$ cat src/rtl/mux_seq.sv
// mux_seq: registered N-lane operand selector with a valid/ready output.
// Mode 0 presents one chosen lane; mode 1 sweeps lanes 0..N-1 and then pulses done_flag.
module mux_seq #(
    parameter int DW   = 4,
    parameter int N    = 4,
    parameter int SELW = 2
) (
    input  logic            clk,
    input  logic            reset_a,
    input  logic            start,
    input  logic            mode,
    input  logic [SELW-1:0] sel_in,
    input  logic [N*DW-1:0] mux_in,
    input  logic            out_ready,
    output logic [DW-1:0]   mux_out,
    output logic            out_valid,
    output logic [SELW-1:0] cur_sel,
    output logic            busy,
    output logic            done_flag,
    output logic            sel_err
);

    typedef enum logic [1:0] {
        IDLE  = 2'd0,
        SWEEP = 2'd1,
        HOLD  = 2'd2,
        DONE  = 2'd3
    } state_t;

    localparam logic [SELW-1:0] LAST_SEL = SELW'(N - 1);

    state_t          state_q, state_d;
    logic [DW-1:0]   data_q, data_d;
    logic            valid_q, valid_d;
    logic [SELW-1:0] sel_q, sel_d;
    logic            err_q, err_d;

    logic            xfer;
    logic [SELW-1:0] start_sel;
    logic [SELW-1:0] sel_next;
    logic [DW-1:0]   lane_start;
    logic [DW-1:0]   lane_next;
    logic            start_in_range;

    // An index with no matching lane yields zero data.
    function automatic logic [DW-1:0] pick_lane(input logic [SELW-1:0] s,
                                                input logic [N*DW-1:0] bus);
        logic [DW-1:0] r;
        r = '0;
        for (int k = 0; k < N; k++) begin
            if (s == SELW'(k)) begin
                r = bus[k*DW +: DW];
            end
        end
        return r;
    endfunction

    function automatic logic lane_exists(input logic [SELW-1:0] s);
        logic r;
        r = 1'b0;
        for (int k = 0; k < N; k++) begin
            if (s == SELW'(k)) begin
                r = 1'b1;
            end
        end
        return r;
    endfunction

    assign xfer           = valid_q && out_ready;
    assign start_sel      = mode ? {SELW{1'b0}} : sel_in;
    assign sel_next       = SELW'(sel_q + 1'b1);
    assign lane_start     = pick_lane(start_sel, mux_in);
    assign lane_next      = pick_lane(sel_next, mux_in);
    assign start_in_range = lane_exists(sel_in);

    always_ff @(posedge clk or negedge reset_a) begin
        if (!reset_a) begin
            state_q <= IDLE;
            data_q  <= '0;
            valid_q <= 1'b0;
            sel_q   <= '0;
            err_q   <= 1'b0;
        end else begin
            state_q <= state_d;
            data_q  <= data_d;
            valid_q <= valid_d;
            sel_q   <= sel_d;
            err_q   <= err_d;
        end
    end

    // mux_in is only sampled on edges that load a new lane, so held data stays stable.
    always_comb begin
        state_d = state_q;
        data_d  = data_q;
        valid_d = valid_q;
        sel_d   = sel_q;
        err_d   = err_q;
        case (state_q)
            IDLE: begin
                if (start) begin
                    valid_d = 1'b1;
                    sel_d   = start_sel;
                    data_d  = lane_start;
                    state_d = mode ? SWEEP : HOLD;
                    if (!mode && !start_in_range) begin
                        err_d = 1'b1;
                    end
                end
            end
            SWEEP: begin
                if (xfer) begin
                    if (sel_q == LAST_SEL) begin
                        state_d = DONE;
                        valid_d = 1'b0;
                        sel_d   = '0;
                    end else begin
                        sel_d  = sel_next;
                        data_d = lane_next;
                    end
                end
            end
            HOLD: begin
                if (xfer) begin
                    state_d = DONE;
                    valid_d = 1'b0;
                end
            end
            DONE: begin
                state_d = IDLE;
            end
            default: begin
                state_d = IDLE;
            end
        endcase
    end

    assign mux_out   = data_q;
    assign out_valid = valid_q;
    assign cur_sel   = sel_q;
    assign busy      = (state_q != IDLE);
    assign done_flag = (state_q == DONE);
    assign sel_err   = err_q;

endmodule

$ cat config.mk
export PLATFORM = sky130hd
export DESIGN_NAME = mux_seq
export DESIGN_NICKNAME = d
export VERILOG_FILES = /design/src/rtl/mux_seq.sv
export SDC_FILE = /design/constraint.sdc
export NUM_CORES = 1
export LEC_CHECK = 0
export ABC_AREA = 1
export CORE_MARGIN = 10
export CORE_UTILIZATION = 48
export DETAILED_ROUTE_END_ITERATION = 12
export HOLD_SLACK_MARGIN = 0.05
export PLACE_DENSITY = 0.85
export REMOVE_ABC_BUFFERS = 1
export SLEW_MARGIN = 20
export SYNTH_ARGS = -nofsm -noshare
export SYNTH_HDL_FRONTEND = slang
export SYNTH_SLANG_ARGS = --single-unit
$ cat constraint.sdc
create_clock -name clk -period 2.6 [get_ports clk]
set_input_delay 0.78 -clock clk [delete_from_list [all_inputs] [get_ports clk]]
set_output_delay 0.78 -clock clk [all_outputs]
set_load 0.01 [all_outputs]
* After elaboration in Yosys (flattened, before gate mapping)
Cells that the tools add are included.
** Operators by class
- Reductions and logical operators :: 16
- Multiplexer cells :: 32
- Equal/unequal tests :: 18
- $add $sub $neg :: 1
** Operator list (number)
- $mux 4 :: 11
- $eq 2x2->1 const B :: 9
- $mux 2 :: 9
- $ne 2x2->1 const B :: 5
- $eq 2x1->1 const B :: 4
- $logic_not 2->1 :: 4
- $mux 1 :: 8
- $pmux 2 s4 :: 1
- $pmux 4 s2 :: 1
- $reduce_and 4->1 :: 2
- $reduce_and 3->1 :: 2
- $reduce_and 5->1 :: 1
- $pmux 2 s2 :: 1
- $reduce_bool 2->1 :: 2
- $pmux 1 s3 :: 1
- $reduce_bool 3->1 :: 1
- $add 2x1->2 const B :: 1
- $logic_and 1x1->1 :: 2
- $logic_not 1->1 :: 2
** Word-level totals
- Register bits :: 10
- Logic and storage cells :: 72
- Output and inout bits :: 10
- Input port bits :: 23

* Depth between registers and ports, before layout
- Depth in word-level cells :: 9
- Depth in mapped cells :: 11
- Depth with buffers taken out :: 11

* Least setup slack after synthesis
Ideal clock, no wire load.
- Kind :: register to output
- Start point :: register state_q[0]
- End point :: output port busy
- Buffers on the path :: 0
- Slack :: 1.021 ns
- Required time :: 1.820 ns
- Stages on the path, launching flop included :: 4
- Arrival time :: 0.799 ns
- Path through :: dfrtp_1 -> inv_1 -> ha_1 -> inv_1
** On the way
- Cells in the longest elaborated chain, start to end :: 1
** RTL lines
- start: declaration :: RTL line 32 : state_t state_q, state_d;
- start signal: assignment :: RTL line 84 : state_q <= state_d;
- $reduce_bool 2->1 :: RTL line 141 : assign busy = (state_q != IDLE);
- end: declaration :: RTL line 18 : output logic busy,
No other way between the ends.

* Final worst setup path
- Start point :: register state_q[1]
- End point :: output port busy
The elaborated chain is that of the path after synthesis.

==> impl_metrics.env <==
export IMPL_drive_above_1_share_pct=10.9
export IMPL_synth_seq_area_share_pct=26.4
export IMPL_final_cell_area_mm2=0.00132
export IMPL_io_buffers=32
export IMPL_finalHoldViolCount=0
export IMPL_synth_cells=141
export IMPL_fmax_mhz=412
export IMPL_clk_latency_ns=0.27
export IMPL_ys_types=23
export IMPL_coreArea_mm2=0.00192
export IMPL_fin_nets=206
export IMPL_crit_path_frequent_cell="inv_1"
export IMPL_tns_ns=0
export IMPL_grt_pass1_vias=1000
export IMPL_cp_max_fo=4
export IMPL_p_leak_nw=0.661
export IMPL_grt_pass1_wl_um=4420
export IMPL_numCtsBuffers=3
export IMPL_drt_pass1_iterations=4
export IMPL_synth_edf_count=0
export IMPL_clock_path_buffers=2
export IMPL_dp_hpwl_um=2190
export IMPL_status="finished clean"
export IMPL_ys_warn_count=0
export IMPL_rsz0062_at_grt="no"
export IMPL_async_flop_share_pct=100
export IMPL_worstPathArrival_ns=1.65
export IMPL_critPathRequiredTime_ns=1.82
export IMPL_dieArea_mm2=0.00415
export IMPL_start_util_pct=49.3
export IMPL_clk_pin_slew_ns=0.07
export IMPL_clkSinkCount=10
export IMPL_gr_total_overflow=0
export IMPL_yosys_register_bits=10
export IMPL_post_cts_setup_buffer_count=0
export IMPL_vias=999
export IMPL_layout_min_cycle_time_ns=2.43
export IMPL_period_share_pct=93.4
export IMPL_avgRoutedWirePerCell_um=12.8
export IMPL_p_per_area_mw_per_mm2=1000
export IMPL_timing_final_ws_setup_ns=0.172
export IMPL_initialDrtViolationCount=36
export IMPL_syn_area_um2=947
export IMPL_total_power_w=0.00132
export IMPL_fp_dieH_um=64.4
export IMPL_grt_max_degree=12
export IMPL_skew_ns=0.00297
export IMPL_ioPinCount=33
export IMPL_maxSlewViolCount=0
export IMPL_num_rows=16
export IMPL_finalWirelength_um=2580
export IMPL_crit_type="reg2out"
export IMPL_post_place_ws_ns=0.468
export IMPL_min_path_type="reg2reg"
export IMPL_worstMarginPinSlew_ns=0.518
export IMPL_grtUsageTotal_pct=12.6
export IMPL_cp_end_kind="output port"
export IMPL_worstPathCellList="inv_1 -> ha_1 -> inv_1 -> clkdlybuf4s50_1"
export IMPL_multi_input_area_um2=607
export IMPL_cts_tree="built"
export IMPL_antenna_found_initial=0
export IMPL_gp_congestion=0.921
export IMPL_syn_to_final_growth_pct=39.2
export IMPL_ant_nets=0
export IMPL_cap_violations=0
export IMPL_vias_per_cell=4.97
export IMPL_slew_headroom_pct=65.5
export IMPL_synth_ff_type="dfrtp_1"
export IMPL_fp_dieW_um=64.4
export IMPL_drc_errors=0
export IMPL_cts_hold_buf=0
export IMPL_crit_path_top_delay_cell="clkdlybuf4s50_1"
export IMPL_cts_root_buffer="clkbuf_4"
export IMPL_cts_repair_resized=0
export IMPL_layout_area_seq_um2=250
export IMPL_cp_slowest_stage_delay_ns=0.55
export IMPL_critPathLaunchType="register"
export IMPL_setup_viol=0
export IMPL_num_antenna_cells=0
export IMPL_syn_avg_cell_area_um2=6.72
export IMPL_dpl_cell_area_mm2=0.00128
export IMPL_reg2reg_slack_ns=0.77
export IMPL_nFillCells=177
export IMPL_final_util_pct=68.6
export IMPL_h_tree_depth=1
export IMPL_ir_drop_mv=0.663
[Yosys cell counts, types with 2 or more instances]
library cell,number,share of area (%)
nand2_1,50,20
inv_1,15,5.9
a21oi_1,14,7.4
nand3_1,12,6.3
dfrtp_1,10,26
ha_1,8,11
o21ai_0,8,4.2
inv_2,4,1.6
nor2_2,3,2.0
clkbuf_1,2,0.79
nand2_4,2,2.4
nor2_1,2,0.79
[critical path: cells and delay by family, from the launching register on]
| kind | cells | cell delay, ns |
|---|---|---|
| buf+inv | 3 | 0.76 |
| flops | 1 | 0.38 |
| fa+ha+maj | 1 | 0.24 |
[layout by cell type (no fill, tap or decap), types with 2 or more instances in the layout]
cell type and count:
nand2_1 50, nor2_1 2, ha_1 8, inv_1 15
nand3_1 12, clkdlybuf4s50_1 32, nand2_4 2, dfrtp_1 10
nor2_2 3, inv_2 4, a21oi_1 14, o21ai_0 8
clkbuf_4 3
[power breakdown]
part | switching [W] | leakage, nW | internal, W
Clock | 0.0000567 | 0.0210 | 0.0000851
Combinational | 0.000515 | 0.515 | 0.000385
Sequential | 0.0000517 | 0.125 | 0.000227
Total | 0.000623 | 0.661 | 0.000697
[through the flow]
step	cells	hold slack [ns]
after floorplan	138	0.416
after global placement	197	0.364
after detailed placement	197	0.368
after CTS	201	0.384
after global routing	201	0.395
final	201	0.378
[final cells by class]
cell class | instances | area share [%]
Timing Repair Buffer | 32 | 24.3
Clock buffer | 4 | 2.75
Multi-Input combinational cell | 109 | 46.0
Tap cell | 27 | 2.56
Sequential cell | 10 | 19.0
Inverter | 19 | 5.41
[kinds of logic (layout without fill, tap and decap cells)]
family                   Yosys count  after routing  synth area share (%)
AO/OA/AOI/OAI                     29             29                  19.3
buffers and inverters             22             55                  9.51
adder cells (fa/ha/maj)            8              8                  10.6
flip-flops                        10             10                  26.4
AND/OR/NAND/NOR                   72             72                  34.2
[state kept, by name, indices dropped and copies added, names as in the netlist]
register / flops
state_q: 2
cur_sel: 2
sel_err: 1
mux_out: 4
out_valid: 1
[worst paths after layout]
kind	startpoint	to	depth (start not counted)
max reg2reg	state_q[1]	cur_sel[1]	7
max	state_q[1]	busy	4
min in group asynchronous	reset_a	sel_err	1
min	sel_err	sel_err	0
min reg2reg	sel_err	sel_err	0
max in group asynchronous	reset_a	state_q[1]	1
[metal layers]
metal / GRT usage [%] / wire length, um / part of all wire [%] / vias up
met3: 4.30 / 167 / 6.5 / 4
met1: 14.4 / 1140 / 44 / 449
met5: 0 / 0 / 0 / -
li1: - / - / - / 520
met2: 22.2 / 1240 / 48 / 26
met4: 2.41 / 28 / 1.1 / 0
(Power assumes the default switching activity.)
==> RTL change: new RTL, same flow settings <==
Make the reset (`reset_a`) synchronous in one clocked block.
--- a/src/rtl/mux_seq.sv
+++ b/src/rtl/mux_seq.sv
@@ -75,3 +75,3 @@
 
-    always_ff @(posedge clk or negedge reset_a) begin
+    always_ff @(posedge clk) begin
         if (!reset_a) begin
Formal check against the unedited RTL: differs if reset_a is asserted again (counterexample within 4 cycles, from zero or initial values and one cycle with reset_a low); with reset_a held inactive, the same outputs for 10 cycles.
==> RTL change against the original RTL <==
Cell area grew 1.7%; utilization grew 0.45 points; total power shrank 16%; clock skew shrank 0.0025 ns; sequential cell count is the same; setup slack gained 0.049 ns; hold slack gained 0.058 ns; die area grew 1.4%; cell count grew 9.0%; area after synthesis grew 2.0%; first-iteration DRC count grew 100%; routed wire length grew 8.6%; non-clock buffer count is the same; count of clock-buffer cells in the layout is the same; largest power group unchanged; highest routed layer unchanged.
==> RTL change: results (changes against the original RTL) <==
{| class="wikitable"
! Metric !! Value
|-
| Final RePlAce weighted congestion || 0.9028 (-1.9%)
|-
| Detailed route wirelength on metal2 || 1334 um (+7.7%)
|-
| Post-DP HPWL || 2330 um (+6.5%)
|-
| Hold/Removal Path Class || register to register
|-
| Main area contributors after synthesis || dfxtp_1, nand2_1, ha_1
|-
| Main synth FF type || dfxtp_1
|-
| Launching instance or port of the critical path || state_q[0]
|-
| Initial drt markers || 73 (+100%)
|-
| Status || finished, final reports clean
|-
| Largest vdd supply drop || 0.6031 mV (-9.0%)
|-
| Cell variety after synth || 22 (-4.3%)
|-
| Worst hold path startpoint || sel_err
|-
| Sequential-to-total area share from yosys stat || 20.73% (-5.7 points)
|-
| Critical register-to-register path startpoint || state_q[1]
|-
| Fill cell instance count of the final layout || 176 (-0.56%)
|-
| Routed wire length on met3 || 187 um (+12%)
|-
| Via count of the first global-routing pass || 1,129 (+13%)
|-
| Share of flip-flops with an asynchronous set or reset after synthesis || 0% (-100 points)
|-
| Worst clock skew on the final layout || 0.0005104 ns (-0.002457 ns)
|-
| Kind of cell adding the most delay to the critical path || buffers and inverters
|-
| Share of cells above drive strength 1 || 14.58% (+3.7 points)
|-
| Wire length per cell || 12.77 um (-0.35%)
|-
| Largest net degree at the start of global routing || 13 (+1)
|-
| Leakage || 0.6608 nW (about the same)
|-
| Number of buffers inserted by port buffering || 32 (unchanged)
|-
| NumNets Final || 225 (+9.2%)
|-
| Critical path fanouts, max || 5 (+1)
|-
| Setup Slack @ Placement || 0.4866 ns (+0.01840 ns)
|-
| GRT Overall Usage || 13.51% (+0.94 points)
|-
| Routed length on met1 || 1254 um (+10%)
|-
| Count of synthesis-stage warnings from yosys || 0 (unchanged)
|}
## RTL change: final cells by class
type	count	area, um^2	share of cell area, %
repair buffers	32	320.3	23.88
inverters	26	113.9	8.489
multi-input cells	120	636.9	47.48
well taps	27	33.78	2.519
flip-flops and latches	10	200.2	14.93
clock buffers	4	36.28	2.705
## RTL change: metal layers
| layer | up-vias | global-route usage, % |
|---|---|---|
| met5 | - | 0 |
| met4 | 0 | 5.615 |
| met3 | 2 | 3.436 |
| met2 | 49 | 22.41 |
| met1 | 504 | 16.09 |
| li1 | 577 | - |
## RTL change: report_power, final
group / switching (mW) / internal [mW] / leakage, nW
clock network: 0.0607 / 0.0853 / 0.0210
logic: 0.412 / 0.310 / 0.557
registers: 0.0410 / 0.202 / 0.0826
total: 0.514 / 0.598 / 0.661
## RTL change: final timing paths
| path | to | slack (ns) | cells after the start |
|---|---|---|---|
| max | busy | 0.22 | 4 |
| min | sel_err | 0.44 | 2 |
| max reg2reg | mux_out[2] | 0.94 | 10 |
| min reg2reg | sel_err | 0.44 | 2 |
## RTL change: stage by stage
| stage | power [mW] | cells | instance area (um^2) |
|---|---|---|---|
| CTS | 1.118 | 219 | 1341 |
| finish | 1.112 | 219 | 1341 |
| floorplan | 0.7342 | 156 | 950.9 |
| global placement | 0.9449 | 215 | 1305 |
| global route | 1.220 | 219 | 1341 |
| detailed placement | 0.9683 | 215 | 1305 |
## RTL change: logic make-up (layout without fill, tap and decap cells)
kind of cell | count (synthesis) | in the layout | synth area share (%)
buf+inv | 28 | 62 | 13.34
simple gates | 81 | 81 | 37.95
fa+ha+maj | 9 | 9 | 11.66
compound gates | 30 | 30 | 16.32
flops | 10 | 10 | 20.73
## RTL change: worst reg2reg max path, cell delays in order, from the launching register on
cell and delay, ns:
dfxtp_1 0.34, inv_1 0.09, ha_1 0.41, inv_2 0.15, nand2_2 0.11, o21ai_2 0.07
nor2_4 0.17, nor2_1 0.06, nor2_1 0.09, nand2_1 0.06, inv_1 0.05
